File: src/rtl/alu_share_arbiter.sv
// alu_share_arbiter: shares one ALU32 between two requesters.
// Round-robin grant, registered operands/function toward the ALU, result
// captured one cycle later and returned on a tagged valid/ready channel.
// Only one operation is in flight at a time (IDLE -> EXEC -> RESP).
// Optional feature macro: ALU_ARB_STATS_EN adds per-requester saturating
// grant counters (gnt_cnt0/gnt_cnt1) with a synchronous clear (stats_clr).
module alu_share_arbiter #(
  parameter int DATA_W = 32,
  parameter int FUNC_W = 4,
  parameter int CNT_W  = 16
) (
  input  logic              clk,
  input  logic              rst_n,
  input  logic [1:0]        req_valid,
  output logic [1:0]        req_ready,
  input  logic [FUNC_W-1:0] req0_func,
  input  logic [DATA_W-1:0] req0_a,
  input  logic [DATA_W-1:0] req0_b,
  input  logic [FUNC_W-1:0] req1_func,
  input  logic [DATA_W-1:0] req1_a,
  input  logic [DATA_W-1:0] req1_b,
  output logic [FUNC_W-1:0] alu_func,
  output logic [DATA_W-1:0] alu_a,
  output logic [DATA_W-1:0] alu_b,
  input  logic [DATA_W-1:0] alu_y,
  output logic              rsp_valid,
  output logic              rsp_id,
  output logic [DATA_W-1:0] rsp_data,
  input  logic              rsp_ready
`ifdef ALU_ARB_STATS_EN
  ,
  input  logic              stats_clr,
  output logic [CNT_W-1:0]  gnt_cnt0,
  output logic [CNT_W-1:0]  gnt_cnt1
`endif
);

  // The ALU attached here is 32 bits wide and counters need at least one bit.
  if (DATA_W != 32 || CNT_W < 1) begin : g_bad_param
    $error("alu_share_arbiter: unsupported DATA_W/CNT_W");
  end

  typedef enum logic [1:0] {
    IDLE = 2'd0,
    EXEC = 2'd1,
    RESP = 2'd2
  } state_t;

  state_t state;
  state_t state_nxt;

  // Requester granted most recently; starts at 1 so requester 0 wins the
  // first contended cycle after reset.
  logic last_gnt;
  logic win_any;
  logic win_id;
  logic accept;

  // Pick the winner: the sole valid requester, or the one not granted last.
  always_comb begin
    win_any = |req_valid;
    if (req_valid == 2'b11) begin
      win_id = ~last_gnt;
    end else begin
      win_id = req_valid[1];
    end
  end

  assign accept = (state == IDLE) && win_any;

  // State register.
  always_ff @(posedge clk or negedge rst_n) begin
    if (!rst_n) begin
      state <= IDLE;
    end else begin
      state <= state_nxt;
    end
  end

  // Next-state logic: a single operation walks IDLE -> EXEC -> RESP.
  always_comb begin
    state_nxt = state;
    case (state)
      IDLE:    if (win_any) state_nxt = EXEC;
      EXEC:    state_nxt = RESP;
      RESP:    if (rsp_ready) state_nxt = IDLE;
      default: state_nxt = IDLE;
    endcase
  end

  // Output logic: grant only while idle, and never while reset is asserted.
  always_comb begin
    req_ready = 2'b00;
    if (rst_n && (state == IDLE) && win_any) begin
      req_ready[win_id] = 1'b1;
    end
  end

  // Operand/function capture on accept; registers hold between operations
  // so the ALU inputs do not toggle while idle.
  always_ff @(posedge clk or negedge rst_n) begin
    if (!rst_n) begin
      alu_func <= '0;
      alu_a    <= '0;
      alu_b    <= '0;
      rsp_id   <= 1'b0;
      last_gnt <= 1'b1;
    end else if (accept) begin
      alu_func <= win_id ? req1_func : req0_func;
      alu_a    <= win_id ? req1_a    : req0_a;
      alu_b    <= win_id ? req1_b    : req0_b;
      rsp_id   <= win_id;
      last_gnt <= win_id;
    end
  end

  // Result capture one cycle after accept; response held until consumed.
  always_ff @(posedge clk or negedge rst_n) begin
    if (!rst_n) begin
      rsp_valid <= 1'b0;
      rsp_data  <= '0;
    end else if (state == EXEC) begin
      rsp_valid <= 1'b1;
      rsp_data  <= alu_y;
    end else if ((state == RESP) && rsp_ready) begin
      rsp_valid <= 1'b0;
    end
  end

`ifdef ALU_ARB_STATS_EN
  // Saturating grant counter for requester 0; clear beats a same-cycle grant.
  always_ff @(posedge clk or negedge rst_n) begin
    if (!rst_n) begin
      gnt_cnt0 <= '0;
    end else if (stats_clr) begin
      gnt_cnt0 <= '0;
    end else if (accept && !win_id && !(&gnt_cnt0)) begin
      gnt_cnt0 <= gnt_cnt0 + CNT_W'(1);
    end
  end

  // Saturating grant counter for requester 1; clear beats a same-cycle grant.
  always_ff @(posedge clk or negedge rst_n) begin
    if (!rst_n) begin
      gnt_cnt1 <= '0;
    end else if (stats_clr) begin
      gnt_cnt1 <= '0;
    end else if (accept && win_id && !(&gnt_cnt1)) begin
      gnt_cnt1 <= gnt_cnt1 + CNT_W'(1);
    end
  end
`endif

endmodule

File: config.mk
export PLATFORM = sky130hd
export DESIGN_NAME = alu_share_arbiter
export DESIGN_NICKNAME = d
export VERILOG_FILES = /design/src/rtl/alu_share_arbiter.sv
export SDC_FILE = /design/constraint.sdc
export NUM_CORES = 1
export LEC_CHECK = 0
export BUFFER_PORTS_ARGS = -buffer_cell sky130_fd_sc_hd__buf_2
export CORE_MARGIN = 4
export CORE_UTILIZATION = 43
export CTS_BUF_LIST = sky130_fd_sc_hd__clkbuf_16
export CTS_CLUSTER_DIAMETER = 80
export DETAILED_ROUTE_END_ITERATION = 12
export GPL_ROUTABILITY_DRIVEN = 0
export GPL_TIMING_DRIVEN = 0
export PLACE_DENSITY = 0.77
export SLEW_MARGIN = 10
export SYNTH_ARGS = -nofsm -noshare
export SYNTH_HDL_FRONTEND = slang
export SYNTH_SLANG_ARGS = --single-unit
File: constraint.sdc
create_clock -name clk -period 4.79 [get_ports clk]
set_input_delay 0 -clock clk [delete_from_list [all_inputs] [get_ports clk]]
set_output_delay 0 -clock clk [all_outputs]
set_load 0.005 [all_outputs]
# Word-level counts from Yosys, hierarchy flattened
# Index checks and enable logic that the tools add are counted.
# totals
reg_bits	105
latch_bits	0
mem_bits_rw	0
romBits	0
inputBits	173
output_inout_bits	104
elab_cells	37
n_memories	0
# op_classes
addsub	0
n_mul	0
n_div	0
n_lt_le_gt_ge	2
n_eq_ne	5
shift	0
mux	12
bitwise_logic	1
reduce_logical	9
# op_table
cell	n
$mux W32	2
$mux W2	3
$pmux W2 S3	1
$logic_and A1 B1 Y1	5
$eq A2 B2 Y1 const B	2
$mux W1	4
$mux W4	1
$ne A2 B2 Y1 const B	2
$eq A2 B1 Y1 const B	1
$logic_not A2 Y1	1
$lt A1 B2 Y1 const B	1
$reduce_and A2 Y1	1
$reduce_bool A2 Y1	1
$reduce_or A2 Y1	1
$demux W1 S1	1
$ge A1 B1 Y1 const B	1
$not A1 Y1	1

# Logic depth before layout (Yosys ltp)
# Gate-level depths: netlist (run 1).
# depth
depth_word	7
mapped_depth	5
ltp_nobuf	3

# Worst setup path before layout (run 1)
# Ideal clock, no wire load.
# synth_timing
kind	reg-to-reg
from	register last_gnt
to	register alu_a[0]
setup_time_ns	0.125
arrival_ns	1.493
t_required_ns	4.665
slack_ns	3.172
stages_incl_launch_ff	6
path_buffers	2
period_less_slack_ns	1.618
cell_sequence	dfstp_2 > a21bo_1 > buf_6 > buf_8 > mux2_4 > mux2_4
# synth_between
elab_chain_len	3
# synth_lines
item	line	rtl
from (decl)	54	logic last_gnt;
from (signal assigned)	113	last_gnt <= win_id;
$not A1 Y1	63	win_id = ~last_gnt;
$mux W1	62	if (req_valid == 2'b11) begin
$mux W32	110	alu_a <= win_id ? req1_a : req0_a;
to (signal assigned)	110	
to (decl)	23	output logic [DATA_W-1:0] alu_a,
# No other way between the ends.
# A chain may end at the register's enable or synchronous reset.

# Worst setup path after layout (run 1)
# layout_timing
from	register last_gnt
to	register alu_a[11]
# Same word-level chain as after synthesis.

==> run_summary.xml, run 1 <==
<?xml version="1.0" encoding="UTF-8"?>
<metrics>
  <group name="synth">
    <metric name="synth_most_common_cell" unit="">mux2_4</metric>
    <metric name="synth_edf_count" unit="">0</metric>
    <metric name="ys_seq_area_frac" unit="">0.492</metric>
    <metric name="ys_types" unit="">23</metric>
    <metric name="synth_top_cell_by_area" unit="">dfrtp_1</metric>
    <metric name="post_synthesis_net_count" unit="">482</metric>
    <metric name="postSynthRegisterBits" unit="">105</metric>
    <metric name="yosys_most_used_dff" unit="">dfrtp_1</metric>
    <metric name="synth_async_sr_flop_share" unit="">1.00</metric>
    <metric name="average_cell_area_after_synthesis" unit="µm²">17.3</metric>
    <metric name="post_synth_most_frequent_cells" unit="">mux2_4, dfrtp_1, mux2_2</metric>
    <metric name="synth_area_leaders" unit="">dfrtp_1, mux2_4, mux2_2</metric>
    <metric name="postSynthCellCount" unit="">309</metric>
    <metric name="post-synth-top-area-fraction" unit="">0.487</metric>
    <metric name="synth_area" unit="µm²">5340</metric>
    <metric name="yosysWarnings" unit="">0</metric>
  </group>
  <group name="global_routing">
    <metric name="via_count_of_the_first_global_routing_pass" unit="">4230</metric>
    <metric name="global_route_wire_length_before_repair" unit="mm">21.2</metric>
    <metric name="global_route.overflow_total" unit="">0</metric>
    <metric name="maximum_number_of_pins_on_one_net_before_global_route_repair" unit="">65</metric>
    <metric name="grt_antenna_before_repair" unit="">0</metric>
    <metric name="grtUsageTotal" unit="">0.188</metric>
  </group>
  <group name="drt">
    <metric name="route.met3.wl" unit="µm">949</metric>
    <metric name="drt_pass1_iterations" unit="">4</metric>
    <metric name="wl_met1" unit="mm">5.31</metric>
    <metric name="wirelength" unit="mm">13.6</metric>
    <metric name="dr_wl_met2" unit="mm">7.12</metric>
    <metric name="top_layer_used" unit="">met4</metric>
    <metric name="first_iter_violations" unit="">192</metric>
    <metric name="detail_route.vias_per_cell" unit="">4.70</metric>
    <metric name="ant_nets" unit="">0</metric>
    <metric name="number_of_vias_after_detailed_routing" unit="">3803</metric>
    <metric name="routed_wire_length_per_instance" unit="µm">16.8</metric>
    <metric name="post-route-drc-count" unit="">0</metric>
  </group>
  <group name="placement">
    <metric name="dp.final_hpwl" unit="mm">10.2</metric>
    <metric name="post_dp_cell_area" unit="µm²">6970</metric>
    <metric name="post-place-cells" unit="">754</metric>
    <metric name="port-buffer-count" unit="">276</metric>
  </group>
  <group name="floorplanning">
    <metric name="floorplan.rows" unit="">40</metric>
    <metric name="pin_count" unit="">277</metric>
    <metric name="core_region_area" unit="µm²">12100</metric>
    <metric name="floorplan_die_width" unit="µm">119</metric>
    <metric name="initial_cell_density_of_the_core" unit="">0.441</metric>
    <metric name="dieHeight" unit="µm">119</metric>
    <metric name="die_area" unit="µm²">14300</metric>
  </group>
  <group name="timing">
    <metric name="fin_crit" unit="ns">2.28</metric>
    <metric name="timing.setup.tns" unit="ns">0</metric>
    <metric name="slew_headroom" unit="">0.603</metric>
    <metric name="setup_violations" unit="">0</metric>
    <metric name="worstMarginPinSlew" unit="ns">0.596</metric>
    <metric name="worst_clock_skew" unit="ns">0.00809</metric>
    <metric name="finalHoldViolCount" unit="">0</metric>
    <metric name="grt_setup_unrepaired" unit="">no</metric>
    <metric name="final.period_utilization" unit="">0.475</metric>
    <metric name="max_freq" unit="GHz">0.439</metric>
    <metric name="timing_max_transition_violations_final" unit="">0</metric>
  </group>
  <group name="worst_setup_path">
    <metric name="worstPathRequired" unit="ns">5.02</metric>
    <metric name="timing.critical_path.to_type" unit="">flip-flop</metric>
    <metric name="ff2ff_setup_slack" unit="ns">2.51</metric>
    <metric name="cp_data_arrival_time" unit="ns">2.51</metric>
    <metric name="crit_path_start_kind" unit="">flip-flop</metric>
    <metric name="worst-setup-path-type" unit="">flip-flop to flip-flop</metric>
    <metric name="crit_path_max_fanout" unit="">10</metric>
  </group>
  <group name="clock_network">
    <metric name="clock_sinks" unit="">105</metric>
    <metric name="number_of_buffers_created_by_cts" unit="">9</metric>
    <metric name="tritoncts" unit="">done</metric>
    <metric name="cts_setup_buffers" unit="">0</metric>
    <metric name="clock_tree.buffer_depth" unit="">2</metric>
    <metric name="worst_setup_hold_path_clk_slew" unit="ns">0.07</metric>
    <metric name="clockRootBuffer" unit="">clkbuf_16</metric>
    <metric name="insertion_delay" unit="ns">0.34</metric>
    <metric name="cts.htree.levels" unit="">3</metric>
  </group>
  <group name="final_layout">
    <metric name="finish.instance_area" unit="µm²">7650</metric>
    <metric name="finalNetCount" unit="">810</metric>
    <metric name="synthToLayoutAreaGrowth" unit="%">43.1</metric>
    <metric name="antenna_cells" unit="">0</metric>
    <metric name="share_of_cells_above_drive_strength_1" unit="">0.749</metric>
    <metric name="layout.cells.non_filler" unit="">810</metric>
  </group>
  <group name="pwr">
    <metric name="p_comb_frac" unit="">0.478</metric>
    <metric name="seq_power_share" unit="">0.366</metric>
    <metric name="peakVddDrop" unit="mV">0.283</metric>
    <metric name="intPower" unit="mW">3.04</metric>
    <metric name="static_leakage" unit="nW">4.03</metric>
    <metric name="pwr-share-clk" unit="">0.156</metric>
    <metric name="power_per_unit_of_standard_cell_area" unit="nW/µm²">576</metric>
    <metric name="reported_net_switching_power" unit="mW">1.36</metric>
    <metric name="swShare" unit="">0.309</metric>
  </group>
  <group name="flow_run">
    <metric name="cap_violations" unit="">0</metric>
  </group>
  <group name="status">
    <metric name="outcome" unit="">complete, no violations</metric>
  </group>
  <group name="min_path">
    <metric name="timing.hold.worst.class" unit="">primary input to flip-flop</metric>
  </group>
</metrics>
==> flip-flops by register name, summed over array words and instances (netlist names) <==
signal,cells
alu_func,4
alu_a,32
last_gnt,1
alu_b,32
rsp_id,1
rsp_valid,1
state,2
rsp_data,32
==> worst max-delay path: stages, from the launching register on <==
cell and delay, ns:
dfstp_2 0.54, a21bo_1 0.12, buf_6 0.21, buf_12 0.18, mux2_4 0.30, dlygate4sd3_1 0.56, mux2_4 0.26
==> layer usage <==
layer  vias up  GRT usage
met1      1852      0.213
li1       1763          -
met4         0     0.0702
met2       172      0.346
met3        16     0.0375
met5         -          0
==> cells by family (layout without fill, tap and decap cells) <==
kind of cell / after synthesis / in the layout / synth area share
AO/OA/AOI/OAI: 7 / 7 / 0.00890
buffers and inverters: 22 / 355 / 0.0431
flip-flops: 105 / 105 / 0.492
multiplexers: 168 / 168 / 0.448
AND/OR/NAND/NOR: 7 / 7 / 0.00796
==> power groups by stage <==
stage | registers [mW] | logic [mW] | clock network [mW]
after floorplan | 1.64 | 1.29 | 0
after global placement | 1.59 | 2.03 | 0
after detailed placement | 1.61 | 2.09 | 0
after CTS | 1.61 | 2.13 | 0.709
after global routing | 1.67 | 2.25 | 0.740
final | 1.61 | 2.10 | 0.687
==> what timing repair did <==
| item | CTS | global route |
|---|---|---|
| hold endpoints to repair | 80 | 0 |
| resized for setup | 0 | 0 |
| endpoints found under the setup margin | 0 | 0 |
| hold buffers | 40 | 0 |
==> final timing paths <==
path / end / from / depth (start not counted)
max: alu_a[11] / last_gnt / 6
min: alu_a[28] / req1_a[28] / 3
max reg2reg: alu_a[11] / last_gnt / 6
min reg2reg: rsp_data[7] / rsp_data[7] / 1
max in group asynchronous: last_gnt / rst_n / 3
min in group asynchronous: alu_a[14] / rst_n / 2
==> cell type report <==
class	count	area [µm²]
clock inverters	7	56.3
flip-flops and latches	105	2630
repair buffers	317	1810
well taps	168	210
plain buffers	20	223
fillers	918	4460
multi-input cells	182	2480
clock buffers	9	225
inverters	2	7.51
==> cells in the final DEF, fill, tap and decap left out, types with 2 or more instances in the layout <==
cell type	netlist	routed
buf_4	7	8
buf_2	4	279
mux2_4	134	134
buf_12	6	6
mux2_2	34	34
clkbuf_16	0	9
dlygate4sd3_1	0	40
a21oi_1	3	3
inv_1	2	3
dfrtp_1	104	104
clkinv_4	0	3
clkinvlp_4	0	2
==> per-stage QoR <==
step	hold WS, ns	utilization	power (mW)	worst slack [ns]
6_report	0.0128	0.631	4.40	2.51
5_1_grt	0.00634	0.631	4.66	2.45
4_1_cts	0.0000308	0.631	4.44	2.51
3_5_place_dp	0.0435	0.575	3.70	3.04
3_3_place_gp	0.186	0.573	3.62	2.57
2_1_floorplan	-0.296	-	2.92	3.17
Power figures use the tool's default switching activity.
==> run 2, diff against run 1 <==
--- a/config.mk
+++ b/config.mk
@@ -7,13 +7,13 @@
 export LEC_CHECK = 0
 export BUFFER_PORTS_ARGS = -buffer_cell sky130_fd_sc_hd__buf_2
 export CORE_MARGIN = 4
-export CORE_UTILIZATION = 43
+export CORE_UTILIZATION = 41
 export CTS_BUF_LIST = sky130_fd_sc_hd__clkbuf_16
 export CTS_CLUSTER_DIAMETER = 80
 export DETAILED_ROUTE_END_ITERATION = 12
 export GPL_ROUTABILITY_DRIVEN = 0
 export GPL_TIMING_DRIVEN = 0
-export PLACE_DENSITY = 0.77
+export PLACE_DENSITY = 0.76
 export SLEW_MARGIN = 10
 export SYNTH_ARGS = -nofsm -noshare
 export SYNTH_HDL_FRONTEND = slang
==> constraint.sdc (replaced) <==
create_clock -name clk -period 2.05 [get_ports clk]
set_input_delay 0 -clock clk [delete_from_list [all_inputs] [get_ports clk]]
set_output_delay 0 -clock clk [all_outputs]
set_load 0.005 [all_outputs]
==> run_summary.xml, run 2 (synthesis results as in run 1) <==
<?xml version="1.0" encoding="UTF-8"?>
<metrics>
  <group name="status">
    <metric name="outcome" unit="">complete, no violations</metric>
  </group>
  <group name="min_path">
    <metric name="hold_end" unit="">alu_b[9]</metric>
    <metric name="timing.hold.worst.class" unit="">primary input to flip-flop</metric>
    <metric name="min_from" unit="">req1_b[9]</metric>
    <metric name="hold-path-cell-count" unit="">3</metric>
  </group>
  <group name="global_routing">
    <metric name="global_route_wire_length_before_repair" unit="mm">21.2</metric>
    <metric name="via_count_of_the_first_global_routing_pass" unit="">4270</metric>
    <metric name="grt_antenna_before_repair" unit="">0</metric>
    <metric name="grtUsageTotal" unit="">0.183</metric>
    <metric name="global_route.overflow_total" unit="">0</metric>
    <metric name="maximum_number_of_pins_on_one_net_before_global_route_repair" unit="">59</metric>
  </group>
  <group name="clock_network">
    <metric name="insertion_delay" unit="ns">0.34</metric>
    <metric name="worst_setup_hold_path_clk_slew" unit="ns">0.07</metric>
    <metric name="clock_tree.buffer_depth" unit="">2</metric>
    <metric name="clockRootBuffer" unit="">clkbuf_16</metric>
    <metric name="clock_sinks" unit="">105</metric>
    <metric name="number_of_buffers_created_by_cts" unit="">9</metric>
    <metric name="tritoncts" unit="">done</metric>
    <metric name="cts.htree.levels" unit="">3</metric>
  </group>
  <group name="final_layout">
    <metric name="share_of_cells_above_drive_strength_1" unit="">0.739</metric>
    <metric name="finalNetCount" unit="">820</metric>
    <metric name="largestRegisters" unit="">alu_a: 32 flops, alu_b: 32 flops, rsp_data: 32 flops</metric>
    <metric name="antenna_cells" unit="">0</metric>
    <metric name="synthToLayoutAreaGrowth" unit="%">45.9</metric>
    <metric name="most_common_cell_after_layout_fill_and_taps_aside" unit="">buf_2</metric>
    <metric name="most-common-layout-cells" unit="">buf_2, mux2_4, dfrtp_1, dlygate4sd3_1, mux2_2</metric>
    <metric name="finish.instance_area" unit="µm²">7800</metric>
  </group>
  <group name="worst_setup_path">
    <metric name="worst-setup-path-type" unit="">flip-flop to output port</metric>
    <metric name="worstPathRequired" unit="ns">2.05</metric>
    <metric name="rr_endpoint" unit="">alu_a[0]</metric>
    <metric name="r2r-start" unit="">last_gnt</metric>
    <metric name="setup.worst_path.start" unit="">state[0]</metric>
    <metric name="ff2ff_setup_slack" unit="ns">0.28</metric>
    <metric name="crit_path_start_kind" unit="">flip-flop</metric>
    <metric name="timing.critical_path.to_type" unit="">output port</metric>
    <metric name="cp_data_arrival_time" unit="ns">1.87</metric>
    <metric name="rr_worst_depth" unit="">5</metric>
    <metric name="crit_path_max_fanout" unit="">10</metric>
  </group>
  <group name="timing">
    <metric name="slew_headroom" unit="">0.569</metric>
    <metric name="grt_setup_unrepaired" unit="">no</metric>
    <metric name="finalWorstSetupSlack" unit="ns">0.178</metric>
    <metric name="setup_violations" unit="">0</metric>
    <metric name="timing.setup.tns" unit="ns">0</metric>
    <metric name="final.period_utilization" unit="">0.913</metric>
    <metric name="max_freq" unit="GHz">0.534</metric>
    <metric name="timing_max_transition_violations_final" unit="">0</metric>
    <metric name="worst_clock_skew" unit="ns">0.00939</metric>
    <metric name="worstMarginPinSlew" unit="ns">0.647</metric>
    <metric name="finalHoldViolCount" unit="">0</metric>
    <metric name="fin_crit" unit="ns">1.87</metric>
  </group>
  <group name="drt">
    <metric name="number_of_vias_after_detailed_routing" unit="">3857</metric>
    <metric name="first_iter_violations" unit="">127</metric>
    <metric name="wirelength" unit="mm">13.9</metric>
    <metric name="post-route-drc-count" unit="">0</metric>
    <metric name="detail_route.vias_per_cell" unit="">4.68</metric>
    <metric name="drt_pass1_iterations" unit="">4</metric>
    <metric name="routed_wire_length_per_instance" unit="µm">16.9</metric>
    <metric name="ant_nets" unit="">0</metric>
  </group>
  <group name="pwr">
    <metric name="p_comb_frac" unit="">0.466</metric>
    <metric name="swShare" unit="">0.302</metric>
    <metric name="intPower" unit="mW">7.36</metric>
    <metric name="power_per_unit_of_standard_cell_area" unit="nW/µm²">1350</metric>
    <metric name="peakVddDrop" unit="mV">0.573</metric>
    <metric name="reported_net_switching_power" unit="mW">3.19</metric>
    <metric name="seq_power_share" unit="">0.359</metric>
    <metric name="pwr-share-clk" unit="">0.175</metric>
    <metric name="static_leakage" unit="nW">4.10</metric>
  </group>
  <group name="floorplanning">
    <metric name="initial_cell_density_of_the_core" unit="">0.422</metric>
    <metric name="floorplan.rows" unit="">41</metric>
    <metric name="core_region_area" unit="µm²">12700</metric>
    <metric name="floorplan_die_width" unit="µm">122</metric>
    <metric name="die_area" unit="µm²">14900</metric>
    <metric name="pin_count" unit="">277</metric>
    <metric name="dieHeight" unit="µm">122</metric>
  </group>
  <group name="placement">
    <metric name="post_dp_cell_area" unit="µm²">6970</metric>
    <metric name="place_worst_setup_slack" unit="ns">0.180</metric>
    <metric name="dp.final_hpwl" unit="mm">10.4</metric>
    <metric name="port-buffer-count" unit="">276</metric>
  </group>
  <group name="flow_run">
    <metric name="cap_violations" unit="">0</metric>
  </group>
</metrics>
run 2: metal layers:
| layer | share of wire | GRT usage | routed length (µm) | up-vias |
|---|---|---|---|---|
| met1 | 0.39 | 0.218 | 5470 | 1877 |
| met4 | 0.016 | 0.0609 | 219 | 0 |
| met3 | 0.070 | 0.0427 | 975 | 18 |
| li1 | - | - | - | 1787 |
| met2 | 0.52 | 0.326 | 7270 | 175 |
| met5 | 0 | 0 | 0 | - |
run 2: stage by stage:
stage	std cells	power (mW)	utilization	hold slack [ns]
after floorplan	309	6.83	-	-0.296
after global placement	757	8.50	0.548	0.186
after detailed placement	758	8.67	0.550	0.0643
after CTS	823	10.7	0.614	0.000134
after global routing	824	11.2	0.615	0.00348
final	824	10.6	0.615	0.0129
run 2: final cells by class:
| type | count | area [µm²] |
|---|---|---|
| fillers | 951 | 4870 |
| flip-flops and latches | 105 | 2630 |
| multi-input cells | 182 | 2490 |
| repair buffers | 327 | 1910 |
| plain buffers | 20 | 229 |
| clock buffers | 9 | 225 |
| well taps | 172 | 215 |
| clock inverters | 7 | 93.8 |
| inverters | 2 | 7.51 |
run 2: worst max path at each step:
| stage | end | slack, ns | cells after the start |
|---|---|---|---|
| 5_1_grt | req_ready[1] | 0.007 | 5 |
| 3_3_place_gp | req_ready[1] | -0.25 | 3 |
| 3_5_place_dp | alu_a[4] | 0.18 | 5 |
| 6_report | req_ready[0] | 0.18 | 6 |
| 4_1_cts | req_ready[0] | 0.005 | 6 |
| 2_1_floorplan | alu_a[0] | 0.43 | 5 |
run 2: timing repair:
action	4_1_cts	5_1_grt
hold buffers	49	1
setup endpoints to repair	1	1
buffers inserted	0	0
resized for setup	1	2
hold endpoints to repair	91	1
run 2: worst max-delay path, cell delays in order (launching register included):
cell      delay, ns
dfrtp_1        0.44
nor2_2         0.20
o21a_1         0.14
clkbuf_4       0.23
buf_6          0.22
and3_1         0.19
buf_2          0.11
run 2: power groups by stage:
stage               sequential, mW  clock [mW]  combinational (mW)
detailed placement            3.79           0                4.89
global placement              3.75           0                4.75
global route                  3.94        1.99                5.30
floorplan                     3.83           0                3.01
CTS                           3.79        1.88                4.97
finish                        3.79        1.84                4.92
